### src/rtl/spi_flash_reader.sv
// rtl/spi_flash_reader.sv - NOR flash READ (0x03) sequencer driving a byte-level SPI master
// Optional SPI_FLASH_WAKE_EN: release-from-power-down (0xAB) plus TRES_CYCLES wait before each read.
module spi_flash_reader #(
    parameter logic [7:0] CMD_READ    = 8'h03,
    parameter int         TRES_CYCLES = 75
) (
    input  logic        clk,
    input  logic        rst,
    input  logic        start,
    input  logic [23:0] addr,
    input  logic [15:0] len,
    output logic        busy,
    output logic        done,
    output logic [15:0] data,
    output logic        data_valid,
    output logic        spi_load,
    output logic [15:0] spi_in,
    input  logic [15:0] spi_out
);

    typedef enum logic [2:0] {
        S_INIT0, S_INIT_POLL, S_IDLE, S_ZERO, S_SEND, S_WAIT1, S_WAIT, S_TRES
    } state_t;

    typedef enum logic [3:0] {
        B_INIT, B_WAKE, B_PD, B_CMD, B_A2, B_A1, B_A0, B_DHI, B_DLO, B_END
    } step_t;

`ifdef SPI_FLASH_WAKE_EN
    localparam step_t FIRST_STEP = B_WAKE;
`else
    localparam step_t FIRST_STEP = B_CMD;
`endif

    state_t      state_q, state_d;
    step_t       step_q, step_d;
    logic [23:0] addr_q, addr_d;
    logic [15:0] cnt_q, cnt_d;
    logic [15:0] tres_q, tres_d;
    logic [7:0]  hi_q, hi_d;
    logic [15:0] data_d;
    logic        data_valid_d, done_d, busy_d;
    logic [15:0] cmd_word;
    logic        spi_busy;
    logic        unused_status;

    assign spi_busy      = spi_out[15];
    assign unused_status = ^spi_out[14:8];

    always_comb begin
        cmd_word = 16'h0000;
        case (step_q)
            B_INIT, B_PD, B_END: cmd_word = 16'h0100;
            B_WAKE:              cmd_word = 16'h00AB;
            B_CMD:               cmd_word = {8'h00, CMD_READ};
            B_A2:                cmd_word = {8'h00, addr_q[23:16]};
            B_A1:                cmd_word = {8'h00, addr_q[15:8]};
            B_A0:                cmd_word = {8'h00, addr_q[7:0]};
            default:             cmd_word = 16'h0000;
        endcase
    end

    always_ff @(posedge clk or posedge rst) begin
        if (rst) begin
            state_q    <= S_INIT0;
            step_q     <= B_INIT;
            addr_q     <= 24'h0;
            cnt_q      <= 16'h0;
            tres_q     <= 16'h0;
            hi_q       <= 8'h0;
            data       <= 16'h0;
            data_valid <= 1'b0;
            done       <= 1'b0;
            busy       <= 1'b1;
        end else begin
            state_q    <= state_d;
            step_q     <= step_d;
            addr_q     <= addr_d;
            cnt_q      <= cnt_d;
            tres_q     <= tres_d;
            hi_q       <= hi_d;
            data       <= data_d;
            data_valid <= data_valid_d;
            done       <= done_d;
            busy       <= busy_d;
        end
    end

    always_comb begin
        state_d      = state_q;
        step_d       = step_q;
        addr_d       = addr_q;
        cnt_d        = cnt_q;
        tres_d       = tres_q;
        hi_d         = hi_q;
        data_d       = data;
        data_valid_d = 1'b0;
        done_d       = 1'b0;
        busy_d       = busy;
        spi_load     = 1'b0;
        spi_in       = 16'h0000;
        case (state_q)
            // A byte may still be in flight from before reset; let it drain first.
            S_INIT0: state_d = S_INIT_POLL;
            S_INIT_POLL: if (!spi_busy) begin
                state_d = S_SEND;
                step_d  = B_INIT;
            end
            S_IDLE: if (start) begin
                addr_d = addr;
                cnt_d  = len;
                busy_d = 1'b1;
                if (len == 16'h0) begin
                    state_d = S_ZERO;
                end else begin
                    state_d = S_SEND;
                    step_d  = FIRST_STEP;
                end
            end
            S_ZERO: begin
                done_d  = 1'b1;
                busy_d  = 1'b0;
                state_d = S_IDLE;
            end
            S_SEND: begin
                spi_load = 1'b1;
                spi_in   = cmd_word;
                state_d  = S_WAIT1;
            end
            S_WAIT1: state_d = S_WAIT;
            S_WAIT: if (!spi_busy) begin
                state_d = S_SEND;
                case (step_q)
                    B_INIT: begin
                        state_d = S_IDLE;
                        busy_d  = 1'b0;
                    end
                    B_WAKE: step_d = B_PD;
                    B_PD: begin
                        state_d = S_TRES;
                        tres_d  = 16'(TRES_CYCLES);
                    end
                    B_CMD:  step_d = B_A2;
                    B_A2:   step_d = B_A1;
                    B_A1:   step_d = B_A0;
                    B_A0:   step_d = B_DHI;
                    B_DHI: begin
                        hi_d   = spi_out[7:0];
                        step_d = B_DLO;
                    end
                    B_DLO: begin
                        data_d       = {hi_q, spi_out[7:0]};
                        data_valid_d = 1'b1;
                        cnt_d        = cnt_q - 16'h1;
                        step_d       = (cnt_q == 16'h1) ? B_END : B_DHI;
                    end
                    B_END: begin
                        state_d = S_IDLE;
                        done_d  = 1'b1;
                        busy_d  = 1'b0;
                    end
                    default: state_d = S_INIT0;
                endcase
            end
            S_TRES: begin
                if (tres_q <= 16'h1) begin
                    state_d = S_SEND;
                    step_d  = B_CMD;
                end else begin
                    tres_d = tres_q - 16'h1;
                end
            end
            default: state_d = S_INIT0;
        endcase
    end

endmodule

### config.mk
export PLATFORM = sky130hd
export DESIGN_NAME = spi_flash_reader
export DESIGN_NICKNAME = d
export VERILOG_FILES = /design/src/rtl/spi_flash_reader.sv
export SDC_FILE = /design/constraint.sdc
export NUM_CORES = 1
export LEC_CHECK = 0
export CAP_MARGIN = 20
export CORE_MARGIN = 8
export CORE_UTILIZATION = 43
export DETAILED_ROUTE_END_ITERATION = 10
export DONT_BUFFER_PORTS = 1
export GPL_TIMING_DRIVEN = 0
export SLEW_MARGIN = 15
export SYNTH_ARGS = -nofsm -noshare
export SYNTH_HDL_FRONTEND = slang
export SYNTH_SLANG_ARGS = --single-unit
export TNS_END_PERCENT = 5
### constraint.sdc
create_clock -name clk -period 5.4 [get_ports clk]
set_input_delay 1.08 -clock clk [delete_from_list [all_inputs] [get_ports clk]]
set_output_delay 1.08 -clock clk [all_outputs]
set_load 0.03 [all_outputs]
==> flow_metrics.py <==
metrics = {
    "sta": {
        "skew_ps": 8.89,
        "final.period_utilization_pct": 77.8,
        "timing.final.hold_violations": 0,
        "worst_slew_pin_slew_ps": 1030,
        "unrepaired_setup_endpoints_after_global_routing": "false",
        "max_clock_freq_ghz": 0.238,
        "final.hold.worst_slack_ps": 470,
        "finalMaxSlewViolations": 0,
        "timing.final.crit_period_ps": 4200,
        "setup-violations-final": 0,
        "slew_headroom_pct": 31.0,
        "fin_setup_tns_ps": 0,
    },
    "min_path": {
        "hold_path_depth": 2,
        "min_path_type": "register to register",
    },
    "floorplanning": {
        "initial_core_util_pct": 44.2,
        "die-area_um2": 14800,
        "fp-row-count": 38,
        "floorplan.core_area_um2": 10800,
        "floorplan.die.width_um": 122,
        "number_of_i_o_pins": 95,
        "fp.dieH_um": 122,
    },
    "setup_path": {
        "cp.required_ps": 4320,
        "cp-start-kind": "register",
        "crit_buf_inv": 1,
        "ff2ff_setup_slack_ps": 2740,
        "critPathKind": "register to primary output",
        "cp_slowest_cell": "nor2_1",
        "cp_num_cells": 5,
        "critPathMaxStageDelay_ps": 640,
        "crit_family": "simple AND/OR/NAND/NOR gates",
        "cp-end-kind": "primary output",
        "worst_r2r_path_depth": 6,
        "worst-endpoint-arrival_ps": 3120,
        "crit_path_cell_trace": "clkbuf_1, nand2b_1, nor2_1, o21ai_0, nor2b_1",
        "crit_path_max_fanout": 10,
    },
    "yosys": {
        "post_synth_instance_area_um2": 4800,
        "syn_area_per_cell_um2": 9.28,
        "yosys_register_bits": 90,
        "synth-warning-count": 0,
        "async_flop_share_pct": 100,
        "yosys_most_used_dff": "dfrtp_1",
        "sequential_to_total_area_share_from_yosys_stat_pct": 47.0,
        "count_of_flip_flops_with_a_built_in_enable_after_synthesis": 0,
        "post_synth_inst_count": 517,
        "post_synth_num_cell_types": 62,
    },
    "cells_and_area": {
        "layout.cells.non_filler": 680,
        "nets": 598,
        "final_area_um2": 5200,
        "area_delta_synth_final_pct": 8.45,
        "layout.filler_cells": 1072,
        "final_layout_size_suffix_gt1_share_pct": 14.1,
        "multiInputGateArea_um2": 2330,
        "area.sequential_um2": 2250,
        "diodes": 0,
    },
    "cts": {
        "cts_setup_buffers": 0,
        "number_of_resized_instances_in_the_post_cts_repair_step": 0,
        "tritoncts": "built",
        "clock_latency_ps": 370,
        "clk_pin_slew_worst_paths_ps": 90,
        "cts-buffers-inserted": 9,
        "clockRootBuffer": "clkbuf_8",
        "cts.hold.buffers_added": 0,
        "cts.sinks": 90,
        "ctsHtreeMaxLevel": 3,
        "cts-root-to-sink-buffers": 2,
    },
    "run": {
        "cap_violations": 0,
    },
    "pwr": {
        "irDropWorstVdd_mv": 0.281,
        "power.leakage_nw": 2.25,
        "cellPowerDensity_nw_per_um2": 496,
    },
    "grt": {
        "grt_start_max_net_pins": 49,
        "antenna_found_initial": 0,
        "grt_pass1_vias": 3816,
        "track_usage_pct": 17.1,
        "grt_pass1_wl_mm": 20.2,
        "grt_overflow_total": 0,
    },
    "place": {
        "gp_routability_congestion": 0.838,
        "place_area_um2": 5020,
        "buffer_ports.inserted": 0,
        "place_inst": 664,
        "hpwl_mm": 8.92,
    },
    "drt": {
        "routedLengthMet1_mm": 5.35,
        "avgViaCountPerCell": 5.90,
        "top_layer": "met4",
        "routed_wirelength_mm": 12.4,
        "dr_wl_met2_mm": 5.57,
        "sum_of_met3_wire_segment_lengths_after_detailed_routing_mm": 1.26,
        "first_iter_violations": 341,
        "total_iterations_of_the_first_detailed_routing_run": 5,
        "number_of_antenna_violating_nets_in_the_routed_design": 0,
        "wl_per_cell_um": 18.2,
        "drc_errors": 0,
        "routed-via-count": 4009,
    },
    "outcome": {
        "run_status": "finished, final reports clean",
    },
}
==> metrics by stage <==
stage | utilization (%) | setup WS, ps | total power, mW
final | 48.0 | 1200 | 2.58
after global routing | 48.0 | 931 | 2.77
after CTS | 48.0 | 1150 | 2.59
after detailed placement | 46.3 | 1580 | 2.15
after global placement | 46.1 | 942 | 2.11
after floorplan | - | 1990 | 1.89
==> cells in the mapped netlist (all sizes together) (5+ instances only) <==
cell type   n  area, µm²
o21ai      32        160
nand3      11       55.1
inv        14       52.6
nor4       13       81.3
o211ai      9       67.6
nor2       37        139
clkbuf     22       82.6
a21oi      34        170
nor3       18       95.1
or4        12       91.3
dfrtp      89       2230
or3        11       70.1
nand2b      8       50.1
nand2      78        293
mux2       35        394
a22oi       5       37.5
o2bb2ai     8       70.1
nor2b       7       43.8
buf        15       92.6
==> metal layers <==
layer	vias to the layer above	track usage [%]
li1	1881	-
met1	1953	22.0
met2	160	25.8
met3	15	6.57
met4	0	6.32
met5	-	0
==> state kept, by name, summed over array words and instances, names as in the netlist <==
register    flops
addr_q         24
cnt_q          16
data           16
tres_q         16
hi_q            8
step_q          4
state_q         3
busy            1
data_valid      1
done            1
==> layout make-up <==
| class | instances | area share (%) |
|---|---|---|
| clock buffers | 10 | 2.45 |
| plain buffers | 37 | 3.37 |
| repair buffers | 1 | 0.529 |
| multi-input cells | 381 | 44.9 |
| well taps | 140 | 3.37 |
| flip-flops and latches | 90 | 43.3 |
| inverters | 15 | 1.13 |
| clock inverters | 6 | 0.962 |
==> path summary, 6_finish.rpt <==
path,start,to
max in group asynchronous,rst,busy
min reg2reg,hi_q[2],data[10]
max reg2reg,tres_q[4],tres_q[1]
min,hi_q[2],data[10]
max,state_q[2],spi_in[1]
min in group asynchronous,rst,data[6]
==> worst register-to-register path: stages, from the launching register on <==
cell and delay [ps]:
dfrtp_1 450, nor4_1 560, nand3_1 240, o31ai_2 580, buf_2 330, nand2_1 130
mux2_2 280
==> placed cells by master (no fill, tap or decap), types with 3 or more instances in the layout <==
cell,netlist,routed
ha_1,4,4
nor2b_1,7,7
o211ai_1,9,9
nor2_1,37,37
nor3_1,17,17
inv_1,14,13
inv_6,0,3
or4_1,11,11
nand3_1,11,11
o31ai_1,3,3
buf_2,5,5
a21oi_1,34,34
clkbuf_1,22,23
mux2i_1,4,4
or3_1,10,10
conb_1,1,7
nor4_1,13,13
buf_4,8,8
mux2_2,35,35
nand2b_1,8,8
or4b_2,3,3
dfrtp_1,89,89
o21ai_0,32,32
nand2_1,78,78
a22o_1,3,3
o2bb2ai_1,8,8
clkbuf_8,0,9
a22oi_1,5,5
==> power by group <==
group          switching [mW]  internal [mW]  total, mW
Sequential              0.197          0.912       1.11
Clock                   0.262          0.173      0.435
Combinational           0.625          0.411       1.04
Total                    1.08           1.50       2.58
==> cells by family (layout without fill, tap and decap cells) <==
kind of cell / after synthesis / after routing / synth area share [%]
buffers and inverters: 52 / 69 / 4.83
multiplexers: 39 / 39 / 9.05
other: 1 / 7 / 0.0782
AND/OR/NAND/NOR: 214 / 214 / 22.4
AO/OA/AOI/OAI: 114 / 114 / 15.1
adder cells (fa/ha/maj): 4 / 4 / 1.04
flip-flops: 90 / 90 / 47.0
XOR/XNOR: 3 / 3 / 0.548
Power figures use the tool's default switching activity.
